[config.mk]
export PLATFORM = sky130hd
export DESIGN_NAME = led_frame_scanner_flat
export DESIGN_NICKNAME = d
export VERILOG_FILES = /design/src/rtl/led_frame_scanner_if.sv /design/src/rtl/led_frame_scanner.sv /design/src/flat_wrapper.sv
export SDC_FILE = /design/constraint.sdc
export NUM_CORES = 1
export LEC_CHECK = 0
export CAP_MARGIN = 25
export CORE_ASPECT_RATIO = 0.6
export CORE_MARGIN = 2
export CORE_UTILIZATION = 55
export CTS_BUF_LIST = sky130_fd_sc_hd__clkbuf_8
export DETAILED_ROUTE_END_ITERATION = 10
export HOLD_SLACK_MARGIN = 0.12
export PLACE_DENSITY = 0.8
export SLEW_MARGIN = 20
export SYNTH_ARGS = -nofsm -noshare
export SYNTH_HDL_FRONTEND = slang
export SYNTH_SLANG_ARGS = --single-unit
[constraint.sdc]
create_clock -name clk -period 7.5 [get_ports clk]
set_clock_uncertainty 0.2 [all_clocks]
set_input_delay 1.875 -clock clk [delete_from_list [all_inputs] [get_ports clk]]
set_output_delay 1.875 -clock clk [all_outputs]
set_load 0.01 [all_outputs]
[src/rtl/led_frame_scanner_if.sv]
// led_frame_scanner_if: frame-buffer read port, receiver bank indication and LED pixel stream.
// master = scanner side (drives reads and pixels); slave = buffer/LED-driver side.
// wr_bank is a level from the receiver clock domain and is synchronised inside the scanner.
interface led_frame_scanner_if #(
   parameter int ADDR_W = 9
);
   logic              wr_bank;
   logic [ADDR_W-1:0] rd_addr;
   logic              rd_ce1_n;
   logic              rd_ce2_n;
   logic [15:0]       rd_data1;
   logic [15:0]       rd_data2;
   logic [15:0]       out_data;
   logic              out_valid;
   logic              out_ready;
   logic              out_sof;
   logic              out_eol;
   logic [4:0]        row_idx;

   modport master (
      input  wr_bank, rd_data1, rd_data2, out_ready,
      output rd_addr, rd_ce1_n, rd_ce2_n, out_data, out_valid, out_sof, out_eol, row_idx
   );

   modport slave (
      output wr_bank, rd_data1, rd_data2, out_ready,
      input  rd_addr, rd_ce1_n, rd_ce2_n, out_data, out_valid, out_sof, out_eol, row_idx
   );
endinterface

[src/rtl/led_frame_scanner.sv]
// led_frame_scanner: re-scans the latest completed ping-pong bank row by row as 16b pixel words.
// Latency: LOAD to first out_valid is 3 clks; 1 word/clk within a row while out_ready stays high.
// Backpressure: out_* hold until accepted; a 2-entry skid FIFO absorbs reads already in flight.
// Build option: define LED_BLANK_EN to insert BLANK_CYC idle clks after every row.
module led_frame_scanner #(
   parameter int ADDR_W        = 9,
   parameter int WORDS_PER_ROW = 16,
   parameter int ROWS          = 32,
   parameter int BLANK_CYC     = 4
) (
   input  logic                  clk,
   input  logic                  rst,
   led_frame_scanner_if.master   bus
);

`ifdef LED_BLANK_EN
   localparam logic BLANK_EN = 1'b1;
`else
   localparam logic BLANK_EN = 1'b0;
`endif

   localparam logic [1:0] IDLE  = 2'd0;
   localparam logic [1:0] LOAD  = 2'd1;
   localparam logic [1:0] SCAN  = 2'd2;
   localparam logic [1:0] BLANK = 2'd3;

   localparam logic [ADDR_W-1:0] LAST_ADDR  = ADDR_W'(ROWS * WORDS_PER_ROW - 1);
   localparam logic [ADDR_W-1:0] ROW_WORDS  = ADDR_W'(WORDS_PER_ROW);
   localparam logic [ADDR_W-1:0] ROW_LAST   = ADDR_W'(WORDS_PER_ROW - 1);
   localparam logic [7:0]        BLANK_LAST = 8'(BLANK_CYC - 1);

   logic              sync_meta, sync_q, sync_d;
   logic              pend_bank, pending;
   logic              disp_bank, have_frame;
   logic [1:0]        state;
   logic [7:0]        blank_cnt;
   logic              frame_end_q;
   logic [ADDR_W-1:0] fetch_addr;
   logic              fetch_done;
   logic              inflight;
   logic [15:0]       fifo0, fifo1;
   logic [1:0]        fcnt;
   logic [15:0]       out_data_q;
   logic              out_valid_q;
   logic [ADDR_W-1:0] out_cnt;

   logic        sync_edge, xfer, at_eol, at_end, row_end_blank, blank_last;
   logic        load_ok, issue, bypass, pop, push;
   logic [15:0] rd_q;

   // Handshake, position decode and read/skid-FIFO steering.
   always_comb begin
      sync_edge     = sync_q ^ sync_d;
      xfer          = out_valid_q && bus.out_ready;
      at_eol        = (out_cnt % ROW_WORDS) == ROW_LAST;
      at_end        = out_cnt == LAST_ADDR;
      row_end_blank = BLANK_EN && xfer && at_eol;
      blank_last    = (state == BLANK) && (blank_cnt == BLANK_LAST);
      // The output register may refill in SCAN (except on a row end that enters BLANK) and in
      // the last BLANK clk, so the gap after a row is exactly BLANK_CYC clks.
      load_ok       = ((state == SCAN && !row_end_blank) || (blank_last && !frame_end_q))
                      && (!out_valid_q || xfer);
      issue         = (state == SCAN) && have_frame && !fetch_done
                      && ((fcnt == 2'd0) || (fcnt == 2'd1 && !inflight));
      rd_q          = disp_bank ? bus.rd_data2 : bus.rd_data1;
      bypass        = load_ok && (fcnt == 2'd0) && inflight;
      pop           = load_ok && (fcnt != 2'd0);
      push          = inflight && !bypass;
   end

   assign bus.rd_addr   = fetch_addr;
   assign bus.rd_ce1_n  = !(issue && !disp_bank);
   assign bus.rd_ce2_n  = !(issue && disp_bank);
   assign bus.out_data  = out_data_q;
   assign bus.out_valid = out_valid_q;
   assign bus.out_sof   = out_valid_q && (out_cnt == '0);
   assign bus.out_eol   = out_valid_q && at_eol;
   assign bus.row_idx   = 5'(out_cnt / ROW_WORDS);

   // Synchronise wr_bank; any edge means the other bank was just completed (latest edge wins).
   always_ff @(posedge clk or posedge rst) begin
      if (rst) begin
         sync_meta <= 1'b0;
         sync_q    <= 1'b0;
         sync_d    <= 1'b0;
         pend_bank <= 1'b0;
         pending   <= 1'b0;
      end else begin
         sync_meta <= bus.wr_bank;
         sync_q    <= sync_meta;
         sync_d    <= sync_q;
         if (sync_edge) begin
            pend_bank <= ~sync_q;
            pending   <= 1'b1;
         end else if (state == LOAD) begin
            pending   <= 1'b0;
         end
      end
   end

   // Frame sequencing: bank swaps happen only at frame boundaries.
   always_ff @(posedge clk or posedge rst) begin
      if (rst) begin
         state       <= IDLE;
         have_frame  <= 1'b0;
         disp_bank   <= 1'b0;
         blank_cnt   <= '0;
         frame_end_q <= 1'b0;
      end else begin
         case (state)
            IDLE: begin
               have_frame <= 1'b0;
               if (pending) state <= LOAD;
            end
            LOAD: begin
               disp_bank  <= pend_bank;
               have_frame <= 1'b1;
               state      <= SCAN;
            end
            SCAN: begin
               if (row_end_blank) begin
                  state       <= BLANK;
                  blank_cnt   <= '0;
                  frame_end_q <= at_end;
               end else if (xfer && at_end) begin
                  state <= pending ? LOAD : SCAN;
               end
            end
            default: begin
               blank_cnt <= blank_cnt + 8'd1;
               if (blank_last) begin
                  frame_end_q <= 1'b0;
                  state       <= (frame_end_q && pending) ? LOAD : SCAN;
               end
            end
         endcase
      end
   end

   // Read address generation; stops at the last word until the frame has been fully accepted.
   always_ff @(posedge clk or posedge rst) begin
      if (rst) begin
         fetch_addr <= '0;
         fetch_done <= 1'b0;
         inflight   <= 1'b0;
      end else begin
         inflight <= issue;
         if (state == LOAD || (xfer && at_end)) begin
            fetch_addr <= '0;
            fetch_done <= 1'b0;
         end else if (issue) begin
            if (fetch_addr == LAST_ADDR) fetch_done <= 1'b1;
            else                         fetch_addr <= fetch_addr + 1'b1;
         end
      end
   end

   // Skid FIFO: holds returning read data the output register cannot take yet.
   always_ff @(posedge clk or posedge rst) begin
      if (rst) begin
         fifo0 <= '0;
         fifo1 <= '0;
         fcnt  <= 2'd0;
      end else begin
         case ({pop, push})
            2'b10: begin
               fifo0 <= fifo1;
               fcnt  <= fcnt - 2'd1;
            end
            2'b01: begin
               if (fcnt == 2'd0) fifo0 <= rd_q;
               else              fifo1 <= rd_q;
               fcnt <= fcnt + 2'd1;
            end
            2'b11: begin
               if (fcnt == 2'd1) begin
                  fifo0 <= rd_q;
               end else begin
                  fifo0 <= fifo1;
                  fifo1 <= rd_q;
               end
            end
            default: ;
         endcase
      end
   end

   // Output register and word position; contents hold while valid and not accepted.
   always_ff @(posedge clk or posedge rst) begin
      if (rst) begin
         out_data_q  <= '0;
         out_valid_q <= 1'b0;
         out_cnt     <= '0;
      end else begin
         if (state == LOAD)  out_cnt <= '0;
         else if (xfer)      out_cnt <= at_end ? '0 : out_cnt + 1'b1;
         if (load_ok) begin
            if (pop) begin
               out_data_q  <= fifo0;
               out_valid_q <= 1'b1;
            end else if (bypass) begin
               out_data_q  <= rd_q;
               out_valid_q <= 1'b1;
            end else begin
               out_valid_q <= 1'b0;
            end
         end else if (xfer) begin
            out_valid_q <= 1'b0;
         end
      end
   end

endmodule

[src/flat_wrapper.sv]
// flat-port wrapper written by rule: the top's interface ports become plain ports
module led_frame_scanner_flat 
#(
   parameter int ADDR_W        = 9,
   parameter int WORDS_PER_ROW = 16,
   parameter int ROWS          = 32,
   parameter int BLANK_CYC     = 4
)
  (clk, rst, bus_wr_bank, bus_rd_data1, bus_rd_data2, bus_out_ready, bus_rd_addr, bus_rd_ce1_n, bus_rd_ce2_n, bus_out_data, bus_out_valid, bus_out_sof, bus_out_eol, bus_row_idx);
  led_frame_scanner_if #(.ADDR_W(ADDR_W)) bus_i ();
  input  logic clk;
  input  logic rst;
  input wire logic [$bits(bus_i.wr_bank)-1:0] bus_wr_bank;
  input wire logic [$bits(bus_i.rd_data1)-1:0] bus_rd_data1;
  input wire logic [$bits(bus_i.rd_data2)-1:0] bus_rd_data2;
  input wire logic [$bits(bus_i.out_ready)-1:0] bus_out_ready;
  output wire logic [$bits(bus_i.rd_addr)-1:0] bus_rd_addr;
  output wire logic [$bits(bus_i.rd_ce1_n)-1:0] bus_rd_ce1_n;
  output wire logic [$bits(bus_i.rd_ce2_n)-1:0] bus_rd_ce2_n;
  output wire logic [$bits(bus_i.out_data)-1:0] bus_out_data;
  output wire logic [$bits(bus_i.out_valid)-1:0] bus_out_valid;
  output wire logic [$bits(bus_i.out_sof)-1:0] bus_out_sof;
  output wire logic [$bits(bus_i.out_eol)-1:0] bus_out_eol;
  output wire logic [$bits(bus_i.row_idx)-1:0] bus_row_idx;
  assign bus_i.wr_bank = bus_wr_bank;
  assign bus_i.rd_data1 = bus_rd_data1;
  assign bus_i.rd_data2 = bus_rd_data2;
  assign bus_i.out_ready = bus_out_ready;
  assign bus_rd_addr = bus_i.rd_addr;
  assign bus_rd_ce1_n = bus_i.rd_ce1_n;
  assign bus_rd_ce2_n = bus_i.rd_ce2_n;
  assign bus_out_data = bus_i.out_data;
  assign bus_out_valid = bus_i.out_valid;
  assign bus_out_sof = bus_i.out_sof;
  assign bus_out_eol = bus_i.out_eol;
  assign bus_row_idx = bus_i.row_idx;
  led_frame_scanner #(.ADDR_W(ADDR_W), .WORDS_PER_ROW(WORDS_PER_ROW), .ROWS(ROWS), .BLANK_CYC(BLANK_CYC)) u_core (.clk(clk), .rst(rst), .bus(bus_i));
endmodule
## Word-level counts from Yosys, hierarchy flattened

Index checks and enable logic that the tools add are counted.

| word-level totals | value |
|---|---|
| input bits | 36 |
| word-level logic and storage cells | 122 |
| register bits | 88 |
| output and inout bits | 35 |

| cells by class | value |
|---|---|
| equality and inequality tests | 17 |
| multiplexer cells | 31 |
| bitwise operators | 2 |
| add/sub/neg operators | 5 |
| reductions and logical operators | 49 |

Operators by type and width:

| cell | number |
|---|---|
| two-way mux 16 bit | 7 |
| two-way mux 9 bit | 6 |
| one-hot mux 16 bit (3 select lines) | 1 |
| one-hot mux 16 bit (2 select lines) | 1 |
| nonzero test 2 bit | 10 |
| adder 9 x 1 -> 9 bit (second input constant) | 2 |
| == test 9 bit (second input constant) | 2 |
| logical AND 1 bit | 16 |
| zero test 9 bit | 1 |
| two-way mux 1 bit | 9 |
| adder 8 x 1 -> 8 bit (second input constant) | 1 |
| == test 2 bit (second input constant) | 4 |
| == test 8 x 2 -> 1 bit (second input constant) | 1 |
| two-way mux 2 bit | 4 |
| AND reduction 2 bit | 4 |
| zero test 1 bit | 7 |
| == test 2 x 1 -> 1 bit (second input constant) | 3 |
| inequality test 2 x 1 -> 1 bit (second input constant) | 3 |
| inequality test 2 bit (second input constant) | 3 |
| one-hot mux 2 bit (3 select lines) | 1 |
| AND reduction 3 bit | 2 |
| == test 4 bit (second input constant) | 1 |
| zero test 2 bit | 2 |
| logical OR 1 bit | 4 |
| other kinds (9) | 9 |

## Longest topological paths before layout

Gate-level depths: netlist of run 1.

| depth | value |
|---|---|
| word-level depth | 11 |
| depth in mapped cells | 13 |
| depth with buffers taken out | 10 |

## Worst setup path before layout of run 1

OpenSTA, ideal clock, no wires.

| path | value |
|---|---|
| path type | input to register |
| from | input port bus_out_ready |
| to | register u_core.fifo1[2] |
| data required time | 7.175 ns |
| path slack | 3.111 ns |
| path buffers | 5 |
| arrival | 4.064 ns |
| setup time | 0.125 ns |
| cell stages on the path | 10 |
| cell sequence | nor2b_1 clkbuf_1 nor3_4 buf_4 buf_2 ha_1 clkbuf_1 a211o_1 clkbuf_1 mux2_2 |

| between the ends | value |
|---|---|
| longest elaborated chain between the ends | 10 |
| elaborated cells between the ends (all ways) | 15 |
| classes of those cells | 4 x eq/ne; 1 x mux; 10 x reduce/logical |

Ends and longest elaborated chain:

| element | line | text |
|---|---|---|
| from (decl) | flat_wrapper.sv:16 | `input wire logic [$bits(bus_i.out_ready)-1:0] bus_out_ready;` |
| logical AND 1 bit (*) | led_frame_scanner.sv:54 | `xfer = out_valid_q && bus.out_ready;` |
| logical OR 1 bit (*) | led_frame_scanner.sv:62 | `&& (!out_valid_q \|\| xfer);` |
| logical AND 1 bit (*) | led_frame_scanner.sv:62 |  |
| logical AND 1 bit (2 in series) | led_frame_scanner.sv:66 | `bypass = load_ok && (fcnt == 2'd0) && inflight;` |
| zero test 1 bit | led_frame_scanner.sv:68 | `push = inflight && !bypass;` |
| logical AND 1 bit | led_frame_scanner.sv:68 |  |
| == test 2 bit or == test 2 x 1 -> 1 bit (tied branches) | led_frame_scanner.sv:165 | `case ({pop, push})` |
| inequality test 2 bit (no source line) or nonzero test 2 bit (tied branches) | n/a |  |
| AND reduction 3 bit (no source line) | n/a |  |
| to (signal assigned) | led_frame_scanner.sv:172 | `else fifo1 <= rd_q;` |
| to (signal assigned) | led_frame_scanner.sv:180 | `fifo1 <= rd_q;` |
| to (decl) | led_frame_scanner.sv:41 | `logic [15:0] fifo0, fifo1;` |

Every way passes the cells marked *; elsewhere a longest branch is shown, timed or not.
A chain may end at the register's enable or synchronous reset.

## Worst setup path after layout of run 1

| path | value |
|---|---|
| from | input port bus_out_ready |
| to | register u_core.fifo0[13] |

| between the ends | value |
|---|---|
| longest elaborated chain between the ends | 10 |
| elaborated cells between the ends (all ways) | 15 |
| classes of those cells | 4 x eq/ne; 1 x mux; 10 x reduce/logical |

Ends and longest elaborated chain:

| element | line | text |
|---|---|---|
| logical AND 1 bit (*) | led_frame_scanner.sv:54 |  |
| logical OR 1 bit (*) | led_frame_scanner.sv:62 |  |
| logical AND 1 bit (*) | led_frame_scanner.sv:62 |  |
| logical AND 1 bit (2 in series) | led_frame_scanner.sv:66 |  |
| zero test 1 bit | led_frame_scanner.sv:68 |  |
| logical AND 1 bit | led_frame_scanner.sv:68 |  |
| == test 2 x 1 -> 1 bit or == test 2 bit (tied branches) | led_frame_scanner.sv:165 |  |
| inequality test 2 x 1 -> 1 bit (no source line) or nonzero test 3 bit (tied branches) | n/a |  |
| AND reduction 2 bit (no source line) | n/a |  |
| to (signal assigned) | led_frame_scanner.sv:167 | `fifo0 <= fifo1;` |
| to (signal assigned) | led_frame_scanner.sv:171 | `if (fcnt == 2'd0) fifo0 <= rd_q;` |
| to (signal assigned) | led_frame_scanner.sv:177 | `fifo0 <= rd_q;` |
| to (decl) | led_frame_scanner.sv:41 |  |

Marked as above.

==> flow_metrics.env, run 1 <==
export IMPL_status="completed"
export IMPL_wire_per_inst_um=16.9
export IMPL_rsz0062_at_grt="no"
export IMPL_critical_path_slowest_cell="nor3b_1"
export IMPL_critical_path_arrival_ns=5.03
export IMPL_period_needed_ns=4.95
export IMPL_clock_latency_ns=0.36
export IMPL_drive_gt1_frac=0.143
export IMPL_swShare=0.384
export IMPL_cts_inserted_buffers=9
export IMPL_cts_root_buffer="clkbuf_8"
export IMPL_tns_ns=0
export IMPL_synth_area_um2=4750
export IMPL_grt_pass1_wl_mm=17.5
export IMPL_htree_levels=3
export IMPL_ctsHoldBuffers=0
export IMPL_gp_congestion=0.837
export IMPL_io_buffers=70
export IMPL_ctsResizeCount=0
export IMPL_worst_path_buf_inv=2
export IMPL_ff2ff_setup_slack_ns=3.13
export IMPL_holdCritStartpoint="u_core.sync_meta"
export IMPL_fp_dieW_um=124
export IMPL_crit_path_start_kind="input port"
export IMPL_final_cell_area_um2=5670
export IMPL_path_class="in -> reg"
export IMPL_diodes=0
export IMPL_design_power_total_uw=2230
export IMPL_crit_path_end_kind="register"
export IMPL_postCtsSetupRepairBufs=0
export IMPL_slowest_delay_ns=0.77
export IMPL_powerDensity_nw_per_um2=394
export IMPL_fill_cells=669
export IMPL_final_seq_area_um2=2200
export IMPL_placed_cell_area_um2=5440
export IMPL_vias_per_cell=5.86
export IMPL_r2r_start="u_core.blank_cnt[5]"
export IMPL_ys_flop_type="dfrtp_1"
export IMPL_ys_async_sr_fraction=1.00
export IMPL_start_util=0.561
export IMPL_p_comb_frac=0.452
export IMPL_slew_viol_final=0
export IMPL_whs_endpoint="u_core.sync_q"
export IMPL_rows=26
export IMPL_worst_pin_slew_ns=0.886
export IMPL_crit_chain="clkdlybuf4s50_1 > nor2b_1 > nor3_4 > buf_4 > ha_1 > nor3b_1 > o21ai_0 > a21o_1 > a31oi_2"
export IMPL_die_area_um2=9420
export IMPL_synth_seq_cells=88
export IMPL_relSlewSlack=0.410
export IMPL_grt_pass1_vias=3544
export IMPL_hold_path_cell_count=0
export IMPL_seq_area_frac_synth=0.464
export IMPL_grt_antenna_before_repair=0
export IMPL_overflow=0
export IMPL_max_freq_ghz=0.202
export IMPL_internal_power_uw=1370
export IMPL_drt_total_wl_mm=10.8
export IMPL_vias=3735
export IMPL_core_area_um2=8460
export IMPL_crit_family="simple AND/OR/NAND/NOR gates"
export IMPL_finalHoldViolCount=0
export IMPL_drv_cap=0
export IMPL_pwr_share_seq=0.381
export IMPL_finalCritPeriodShare=0.659
export IMPL_path_clk_slew_ns=0.08
export IMPL_setup_violations=0
export IMPL_yosysWarnings=0
export IMPL_multiInputGateArea_um2=2300
export IMPL_dr_pass1_iters=5
export IMPL_clock_sinks=88
export IMPL_critical_path_peak_fanout=34
export IMPL_synthCells=469
export IMPL_drt_iter0_markers=389
export IMPL_synth_edf_count=0
export IMPL_worstReg2RegEnd="u_core.fifo0[13]"
export IMPL_netSwitchingPower_uw=858
export IMPL_cts_tree="built"
export IMPL_syn_nets=514
export IMPL_final_cell_mix="dfrtp_1, clkdlybuf4s50_1, nand2_1"
export IMPL_syn2layout_area_growth_pct=19.4
export IMPL_synth_distinct_cells=53
export IMPL_clkPwrFrac=0.167
export IMPL_clockBufferDepth=2
export IMPL_hpwl_mm=7.38
export IMPL_ir_worst_vdd_mv=0.182
export IMPL_r2r_cells=9
export IMPL_fin_nets=565
export IMPL_fp_dieH_um=76.0
export IMPL_grt_usage=0.238
export IMPL_hp_class="reg -> reg"
export IMPL_cp_data_required_time_ns=7.59
export IMPL_ios=71
export IMPL_drc=0
export IMPL_syn_area_per_cell_um2=10.1
export IMPL_ant_nets=0
export IMPL_grt_max_degree=63
export IMPL_p_leak_uw=0.00238
export IMPL_layout_commonest_cell="dfrtp_1"
[worst register-to-register path: stages, from the launching register on]
cell and delay, ns:
dfrtp_1 0.41, or4_1 0.58, o41a_1 0.60, nor3_4 0.25, buf_4 0.39, ha_1 0.45
nor3b_1 0.77, o21ai_0 0.25, a21o_1 0.25, a31oi_2 0.15
[cells in the mapped netlist (9+ instances only)]
cell      number  area [um^2]
a21o_1         9         67.6
mux2_2        40          450
xor2_1        10         87.6
ha_1           9          113
dfrtp_1       88         2200
clkbuf_1      18         67.6
mux2i_1       11          110
nand2_1       56          210
o21ai_0       26          130
inv_1         17         63.8
nand3_1        9         45.0
nor2_1        28          105
nor3_1        20          100
a21oi_1       21          105
xnor2_1       12          105
[cell families (layout without fill, tap and decap cells)]
family	Yosys count	after routing	synth area share
flops	88	88	0.464
compound gates	99	99	0.151
xor+xnor	22	22	0.0406
fa+ha+maj	10	10	0.0258
buf+inv	51	107	0.0524
mux	51	51	0.118
simple gates	148	148	0.148
[metrics by stage]
step,cells,util,hold slack (ns),worst slack (ns)
floorplan,469,-,0.131,3.11
global placement,621,0.643,0.133,2.52
detailed placement,621,0.643,0.135,2.28
CTS,637,0.670,0.153,2.67
global route,637,0.670,0.159,2.44
finish,637,0.670,0.152,2.55
[routing by layer]
metal | GRT usage | wire length [um] | vias to the layer above
li1 | - | - | 1762
met1 | 0.356 | 5090 | 1794
met2 | 0.343 | 4710 | 163
met3 | 0.0509 | 770 | 16
met4 | 0.0876 | 186 | 0
met5 | 0 | 0 | -
[registers in the layout, summed over array words and instances (netlist names), 2 cells and up]
register,flops
u_core.bus.out_data,16
u_core.fifo0,16
u_core.fifo1,16
u_core.bus.rd_addr,9
u_core.out_cnt,9
u_core.blank_cnt,8
u_core.fcnt,2
u_core.state,2
[worst max-delay path by stage]
stage	slack, ns	end	cells after the start	startpoint
after detailed placement	2.28	u_core.fifo0[13]	9	bus_out_ready
after global routing	2.44	u_core.fifo0[13]	9	bus_out_ready
after floorplan	3.11	u_core.fifo1[2]	10	bus_out_ready
final	2.55	u_core.fifo0[13]	9	bus_out_ready
after global placement	2.52	u_core.fifo0[4]	9	bus_out_ready
after CTS	2.67	u_core.fifo0[13]	9	bus_out_ready
[cell type report]
cell class | instances | area share
well taps | 112 | 0.0247
repair buffers | 74 | 0.129
clock inverters | 4 | 0.0119
clock buffers | 12 | 0.0291
flip-flops and latches | 88 | 0.389
inverters | 17 | 0.0115
multi-input cells | 330 | 0.405
[power by group through the flow]
stage	registers (uW)	logic, uW	clock network (uW)
final	851	1010	372
after global routing	879	1110	400
after CTS	846	1010	382
after detailed placement	853	1010	0
after global placement	839	963	0
after floorplan	812	739	0
(Power assumes the default switching activity.)
==> run 2, diff against run 1 <==
- CORE_UTILIZATION: 55 -> 51
- PLACE_DENSITY: 0.8 -> 0.78
- clock period: 7.5 -> 4.2 ns (I/O delays scaled with it)
==> run 2 against run 1 <==
Setup slack worse by 2.0 ns; worst hold slack better by 0.010 ns; global-route usage is 1.7 points lower; combinational power is 80% higher; wire length is 2.1% lower; via count is 0.62% lower; clock power is 78% higher; critical path depth is 4 lower; design area is 0.84% higher; first-iteration DRC count is 22% lower; register-to-register slack worse by 2.5 ns.
==> flow_metrics.env, run 2 (synthesized netlist as in run 1, its figures left out) <==
export IMPL_status="completed"
export IMPL_fp_dieW_um=129
export IMPL_core_area_um2=9120
export IMPL_crit_chain="inv_1 > ha_1 > o21a_1 > nand2_1 > clkdlybuf4s50_1"
export IMPL_period_needed_ns=3.64
export IMPL_syn2layout_area_growth_pct=20.4
export IMPL_drt_total_wl_mm=10.5
export IMPL_grt_pass1_wl_mm=17.6
export IMPL_critical_path_arrival_ns=2.39
export IMPL_crit_path_start_kind="register"
export IMPL_rsz0062_at_grt="no"
export IMPL_vias_per_cell=5.75
export IMPL_drc=0
export IMPL_diodes=0
export IMPL_cts_root_buffer="clkbuf_8"
export IMPL_start_util=0.521
export IMPL_worst_path_buf_inv=2
export IMPL_powerDensity_nw_per_um2=696
export IMPL_cts_tree="built"
export IMPL_hp_class="reg -> reg"
export IMPL_path_class="reg -> out"
export IMPL_worst_pin_slew_ns=0.827
export IMPL_clock_latency_ns=0.37
export IMPL_pwr_share_seq=0.377
export IMPL_fp_dieH_um=78.7
export IMPL_ios=71
export IMPL_hold_path_cell_count=0
export IMPL_grt_antenna_before_repair=0
export IMPL_internal_power_uw=2420
export IMPL_wire_per_inst_um=16.3
export IMPL_vias=3712
export IMPL_drv_cap=0
export IMPL_critical_path_peak_fanout=17
export IMPL_max_freq_ghz=0.274
export IMPL_ant_nets=0
export IMPL_critical_path_slowest_cell="ha_1"
export IMPL_clock_sinks=88
export IMPL_grt_pass1_vias=3552
export IMPL_io_buffers=70
export IMPL_dr_pass1_iters=4
export IMPL_clkPwrFrac=0.166
export IMPL_hpwl_mm=7.31
export IMPL_critical_path_depth=5
export IMPL_finalHoldViolCount=0
export IMPL_final_cell_mix="dfrtp_1, clkdlybuf4s50_1, nand2_1"
export IMPL_setup_violations=0
export IMPL_final_cell_area_um2=5720
export IMPL_drive_gt1_frac=0.153
export IMPL_fin_nets=570
export IMPL_clockBufferDepth=2
export IMPL_cp_data_required_time_ns=2.95
export IMPL_ctsResizeCount=0
export IMPL_netSwitchingPower_uw=1550
export IMPL_postCtsSetupRepairBufs=0
export IMPL_crit_path_end_kind="output pin"
export IMPL_crit_family="adder cells"
export IMPL_overflow=0
export IMPL_tns_ns=0
export IMPL_slew_viol_final=0
export IMPL_cts_inserted_buffers=9
export IMPL_holdWs_ns=0.162
export IMPL_htree_levels=3
export IMPL_slowest_delay_ns=0.62
export IMPL_ir_worst_vdd_mv=0.374
export IMPL_p_comb_frac=0.457
export IMPL_ctsHoldBuffers=0
export IMPL_grt_usage=0.222
export IMPL_placed_cell_area_um2=5490
export IMPL_rows=27
export IMPL_r2r_cells=6
export IMPL_p_leak_uw=0.00239
export IMPL_layout_commonest_cell="dfrtp_1"
export IMPL_finalCritPeriodShare=0.867
export IMPL_path_clk_slew_ns=0.08
export IMPL_swShare=0.390
export IMPL_gp_congestion=0.799
export IMPL_relSlewSlack=0.446
export IMPL_drt_iter0_markers=303
export IMPL_fill_cells=740
export IMPL_die_area_um2=10100
export IMPL_grt_max_degree=46
==> run 2: cell types whose count changed in the layout (fill, tap and decap cells not counted) <==
cell	previous run	this run
buf_12	0	1
clkbuf_8	12	9
dfrtp_1	87	88
inv_6	0	2
inv_1	18	16
clkinv_4	0	2
buf_4	4	8
dfrtp_2	1	0
clkinvlp_4	0	1
==> run 2: final timing paths <==
path | start | endpoint | slack (ns)
worst max-delay path | u_core.fcnt[0] | bus_rd_ce2_n | 0.56
worst min-delay path | u_core.sync_meta | u_core.sync_q | 0.16
worst min register to register | u_core.sync_meta | u_core.sync_q | 0.16
max in group asynchronous | rst | u_core.fifo0[15] | 2.19
min in group asynchronous | rst | u_core.fifo1[8] | 0.93
worst max register to register | u_core.blank_cnt[5] | u_core.fifo0[14] | 0.67
==> run 2: metrics by stage <==
step / worst slack (ns) / total power [uW] / cells / utilization
after floorplan: 0.493 / 2770 / 469 / -
after global placement: 0.463 / 3240 / 630 / 0.602
after detailed placement: 0.376 / 3320 / 630 / 0.602
after CTS: 0.541 / 3990 / 646 / 0.627
after global routing: 0.411 / 4270 / 646 / 0.627
final: 0.557 / 3980 / 646 / 0.627
==> run 2: power groups by stage <==
stage | sequential [uW] | combinational (uW) | clock, uW
floorplan | 1450 | 1320 | 0
global placement | 1480 | 1750 | 0
detailed placement | 1500 | 1820 | 0
CTS | 1490 | 1830 | 673
global route | 1550 | 2010 | 711
finish | 1500 | 1820 | 662
==> run 2: layout make-up <==
class | instances | area (um^2) | area share
clock buffers | 9 | 124 | 0.0217
clock inverters | 7 | 103 | 0.0179
inverters | 17 | 65.1 | 0.0114
multi-input cells | 330 | 2300 | 0.402
flip-flops and latches | 88 | 2200 | 0.385
well taps | 116 | 145 | 0.0254
repair buffers | 79 | 781 | 0.137
==> run 2: routing by layer <==
| layer | wire length (um) | track usage | vias up |
|---|---|---|---|
| met1 | 5040 | 0.324 | 1800 |
| met3 | 740 | 0.0539 | 15 |
| li1 | - | - | 1770 |
| met5 | 0 | 0 | - |
| met4 | 109 | 0.0467 | 0 |
| met2 | 4640 | 0.339 | 127 |
